[src/rtl/fmin_reduce.sv]
// fmin_reduce: streaming binary32 minimum reducer with index, valid/ready in and out
module fmin_reduce #(
  parameter int LEN_W = 8
) (
  input  logic             clk,
  input  logic             rst,
  input  logic             start,
  input  logic [LEN_W-1:0] len,
  input  logic             in_valid,
  output logic             in_ready,
  input  logic [31:0]      in_data,
  output logic             out_valid,
  input  logic             out_ready,
  output logic [31:0]      out_data,
  output logic [LEN_W-1:0] out_index,
  output logic             busy
);
  typedef enum logic [1:0] {IDLE, ACCUM, DONE} state_t;
  localparam logic [31:0] QNAN = 32'h7FC0_0000;
  state_t state;
  logic [LEN_W-1:0] len_q, cnt, min_idx, nxt_idx;
  logic [31:0] min_val, nxt_val;
  logic hs, in_nan, min_nan, less, take;
  assign in_ready = state == ACCUM;
  assign out_valid = state == DONE;
  assign busy = state != IDLE;
  assign hs = in_valid & in_ready;
  // sign-magnitude order: negatives below positives, and a larger negative magnitude is smaller
  always_comb begin
    in_nan = &in_data[30:23] && |in_data[22:0];
    min_nan = &min_val[30:23] && |min_val[22:0];
    less = in_data[31] != min_val[31] ? in_data[31] :
           in_data[31] ? in_data[30:0] > min_val[30:0] : in_data[30:0] < min_val[30:0];
    take = !in_nan && (min_nan || less);
    nxt_val = take ? in_data : min_val;
    nxt_idx = take ? cnt : min_idx;
  end
  always_ff @(posedge clk) begin
    if (rst) begin
      state <= IDLE;
      len_q <= '0;
      cnt <= '0;
      min_val <= QNAN;
      min_idx <= '0;
      out_data <= '0;
      out_index <= '0;
    end else begin
      case (state)
        IDLE: if (start) begin
          if (len != '0) begin
            state <= ACCUM;
            len_q <= len;
            cnt <= '0;
            min_val <= QNAN;
            min_idx <= '0;
          end else begin
            state <= DONE;
            out_data <= QNAN;
            out_index <= '0;
          end
        end
        ACCUM: if (hs) begin
          cnt <= cnt + 1'b1;
          min_val <= nxt_val;
          min_idx <= nxt_idx;
          if (cnt == len_q - 1'b1) begin
            state <= DONE;
            out_data <= nxt_val;
            out_index <= nxt_idx;
          end
        end
        DONE: if (out_ready) state <= IDLE;
        default: state <= IDLE;
      endcase
    end
  end
endmodule

[config.mk]
export PLATFORM = sky130hd
export DESIGN_NAME = fmin_reduce
export DESIGN_NICKNAME = d
export VERILOG_FILES = /design/src/rtl/fmin_reduce.sv
export SDC_FILE = /design/constraint.sdc
export NUM_CORES = 1
export LEC_CHECK = 0
export CAP_MARGIN = 5
export CORE_MARGIN = 2
export CORE_UTILIZATION = 45
export DETAILED_ROUTE_END_ITERATION = 16
export PLACE_DENSITY_LB_ADDON = 0.3
export SYNTH_ARGS = -nofsm -noshare
export SYNTH_HDL_FRONTEND = slang
export SYNTH_SLANG_ARGS = --single-unit
export TNS_END_PERCENT = 30
[constraint.sdc]
create_clock -name clk -period 5.2 [get_ports clk]
set_input_delay 1.04 -clock clk [delete_from_list [all_inputs] [get_ports clk]]
set_output_delay 1.04 -clock clk [all_outputs]
set_load 0.05 [all_outputs]
==> results.md <==
Timing:
- The highest achievable clock rate is 0.241 GHz.
- The worst hold slack after final layout is 487 ps.
- The number of max-slew violations in the final report was 0.
- At the pin with the least slew margin, the transition time is 1120 ps.
- In the final timing run, aggregate negative setup slack is 0 ps.
- The worst setup skew after layout is 15.1 ps.
- Setup repair after global routing left no endpoint under its margin.
- The final-report setup violation count is 0.
- Headroom to the max-slew limit came out at 25.5%.
- The shortest period the worst path allows is 4160 ps.
- The hold violation count in the final report is 0.
- Of the available clock period, the critical path in the final layout requires 80.0%.

Critical path:
- The data required time at the worst endpoint is 5500 ps.
- The number of buffers and inverters on the critical path is 1.
- Of all nets on the critical path, the largest fanout is 29.
- For this run, the slowest stage of the critical path takes 940 ps.
- STA classifies the critical path endpoint as a flop.
- The slowest stage of the critical path belongs to the cell sky130_fd_sc_hd__and3_1.
- Walking the worst path, the cells encountered are clkdlybuf4s50_1 -> ha_1 -> a21o_1 -> a221o_1 -> a221o_1 -> o31a_1 -> o21ai_2 -> and3_1 -> a221o_1.
- The type of the worst setup path is in -> reg.
- The family of cells with the greatest summed delay on the critical path is compound AO/OA/AOI/OAI gates.
- STA classifies the critical path startpoint as an input port.
- Data on the critical path arrives at its endpoint at 4460 ps.
- In this design, the critical path's most frequently occurring cell is sky130_fd_sc_hd__a221o_1.

Placement:
- The routability congestion estimate is 0.838.
- The count of buffers added on input and output ports is 87.
- Summed over all nets, the half-perimeter wirelength after detailed placement is 8.63 mm.

Global route:
- The total grt overflow is 0.
- The total routing resource utilization after global routing is 21.2%.
- The number of antenna violations at the first check in global routing is 0.
- The largest net degree at the start of global routing is 32.
- The number of global-route vias before repair is 4173.
- The global-route wire length before repair is 19.8 mm.

Finish:
- The multi-input combinational cells in the finished layout cover a total of 0.00255 mm2.
- The number of fill cells is 954.
- The footprint of the flip-flops and latches is 0.00196 mm2.
- The antenna diode instance count is 0.
- The total number of nets in the final design is 665.
- The share of layout cells above drive strength 1 is 7.28%.
- Relative to the synthesized area, the layout overhead comes to 24.6%.

Flow run:
- The number of max-cap violations is 0.

Floorplan:
- The total die area is 0.0115 mm2.
- The area of the core is 0.0103 mm2.
- For this configuration, the core starts out at a cell density of 46.4%.
- The I/O pin total is 88.
- The floorplan die height is 107 um.
- The floorplan has 37 rows.
- In this run the horizontal extent of the chip is 107 um.

CTS:
- The TritonCTS clock tree is done.
- The root buffer cell chosen for the clock tree is sky130_fd_sc_hd__clkbuf_8.
- The count of buffers added by post-CTS timing repair for setup is 0.
- After clock tree synthesis, the clock-pin slew on the worst setup and hold paths is 90 ps.
- The H-tree generated during clock tree synthesis spans 3 levels.
- The maximum buffer depth of the clock tree is 2.
- The total number of clock tree sinks is 98.
- The clock latency at the later pin of the worst-skew pair is 360 ps.
- The post-CTS resize count is 0.
- In this run, post-CTS hold repair placed 0 buffers.
- Clock tree synthesis inserted a total of 9 buffers.

Detailed routing:
- In the routed design, unresolved DRC markers number 0.
- The number of DRC violations after detailed-routing iteration 0 is 253.
- Before antenna repair, the detailed router went through 5 iterations.
- Summed over all layers, the routed wires come to 11.7 mm.
- The routed layout has 4155 vias.
- The via density per instance is 5.72.
- Once detail routing completed, the nets flagged for antenna violations numbered 0.
- Dividing the detail-routed wire length by the instance count gives 16.1 um.

Synth:
- The count of mapped cells out of synthesis is 507.
- Counting flops and latches in the post-synthesis netlist gives 98.
- Counting flops with a built-in enable in the synthesized netlist gives 0.
- The netlist uses 52 different library cells.
- The average instance in the mapped netlist occupies 9.45 um2.
- In this run the cell area of the synthesized design comes to 0.00479 mm2.
- The synthesized design devotes to its leading area cell type 40.9% of total area.
- Among all flip-flop cells after synthesis, the most frequent one is sky130_fd_sc_hd__dfxtp_1.
- The async set-or-reset flop fraction in the synthesized netlist is 0%.
- Sorting the synthesized cells by how often they occur yields sky130_fd_sc_hd__dfxtp_1, sky130_fd_sc_hd__nor2_1, sky130_fd_sc_hd__inv_1.
- By instance count, the leading cell after synthesis is sky130_fd_sc_hd__dfxtp_1.
- For this run, the number of Yosys warnings is 0.
- The total nets after synthesis is 585.
- Ranked by total cell area, the synthesized netlist is headed by sky130_fd_sc_hd__dfxtp_1, sky130_fd_sc_hd__ha_1, sky130_fd_sc_hd__a221o_1.
- The share of the Yosys chip area taken by registers is 40.9%.
- The cell accounting for the most synthesized area is sky130_fd_sc_hd__dfxtp_1.

Min path:
- The path type of the worst min-delay path is reg -> reg.

Status:
- The run finished with clean final reports.

Power and ir drop:
- The power density over the cells is 248 mW/mm2.
- The maximum vdd drop is 132 uV.
- In this run the static leakage power is 2.37 nW.
==> per-layer routing <==
layer  routed length [um]  GRT usage (%)
met4                  179           5.84
met1                 5450           28.5
met3                  734           3.95
met5                    0              0
met2                 5370           34.8
==> worst reg2reg max path: stages (launching register included) <==
cell and delay, ps:
sky130_fd_sc_hd__dfxtp_1 380, sky130_fd_sc_hd__inv_1 70, sky130_fd_sc_hd__ha_1 290, sky130_fd_sc_hd__and2_1 180
sky130_fd_sc_hd__a221o_1 300, sky130_fd_sc_hd__a221o_1 390, sky130_fd_sc_hd__o31a_1 280, sky130_fd_sc_hd__o21ai_2 210
sky130_fd_sc_hd__and3_1 940, sky130_fd_sc_hd__a221o_1 300
==> final timing paths <==
path / startpoint / end / slack, ps / cells past startpoint
worst min-delay path: min_idx[7]$_SDFFE_PP0P_ / out_index[7]$_SDFFE_PP0P_ / 490 / 1
worst min register to register: min_idx[7]$_SDFFE_PP0P_ / out_index[7]$_SDFFE_PP0P_ / 490 / 1
worst max-delay path: in_data[24] / out_data[11]$_SDFFE_PP0P_ / 1040 / 9
worst max register to register: min_val[26]$_SDFFE_PP1P_ / out_data[11]$_SDFFE_PP0P_ / 1820 / 9
==> registers in the layout, summed over array words and instances (netlist names) <==
| name | cells |
|---|---|
| state | 2 |
| out_data | 32 |
| out_index | 8 |
| len_q | 8 |
| min_val | 32 |
| cnt | 8 |
| min_idx | 8 |
==> cell usage in the layout, fill, tap and decap left out, types with 16 or more instances in the layout <==
cell type                          n
sky130_fd_sc_hd__ha_1             33
sky130_fd_sc_hd__nand2_1          18
sky130_fd_sc_hd__and2_1           16
sky130_fd_sc_hd__clkdlybuf4s50_1  87
sky130_fd_sc_hd__inv_1            45
sky130_fd_sc_hd__a21oi_1          17
sky130_fd_sc_hd__nor2_1           47
sky130_fd_sc_hd__a22o_1           30
sky130_fd_sc_hd__a221o_1          31
sky130_fd_sc_hd__dfxtp_1          98
==> metrics by stage <==
stage	power (mW)	utilization, %	setup slack, ps	cell area, um2	instances
2_1_floorplan	0.912	-	1780	4790	507
3_3_place_gp	0.988	55.9	765	5770	712
3_5_place_dp	0.994	55.9	694	5770	712
4_1_cts	1.49	57.8	1070	5970	727
5_1_grt	1.55	57.8	843	5970	727
6_report	1.48	57.8	1040	5970	727
==> report_power, final <==
part,switching [mW],total (mW),internal [mW],leakage [nW]
clock,0.274,0.501,0.227,0.0942
sequential,0.0163,0.781,0.764,0.793
combinational,0.108,0.198,0.0903,1.49
total,0.398,1.48,1.08,2.37
==> logic make-up (layout without fill, tap and decap cells) <==
kind of cell | count (synthesis) | count (layout) | synth area share, %
AO/OA/AOI/OAI | 120 | 120 | 21.4
XOR/XNOR | 15 | 15 | 2.74
adder cells (fa/ha/maj) | 33 | 33 | 8.61
buffers and inverters | 70 | 154 | 6.03
flip-flops | 98 | 98 | 40.9
multiplexers | 12 | 12 | 2.56
AND/OR/NAND/NOR | 159 | 159 | 17.7
==> layout make-up <==
cell class / count / area share, %
Tap cell: 136 / 2.85
Inverter: 45 / 2.83
Clock inverter: 6 / 1.24
Multi-Input combinational cell: 339 / 42.7
Sequential cell: 98 / 32.9
Clock buffer: 9 / 2.07
Timing Repair Buffer: 94 / 15.5
Power figures use the tool's default switching activity.
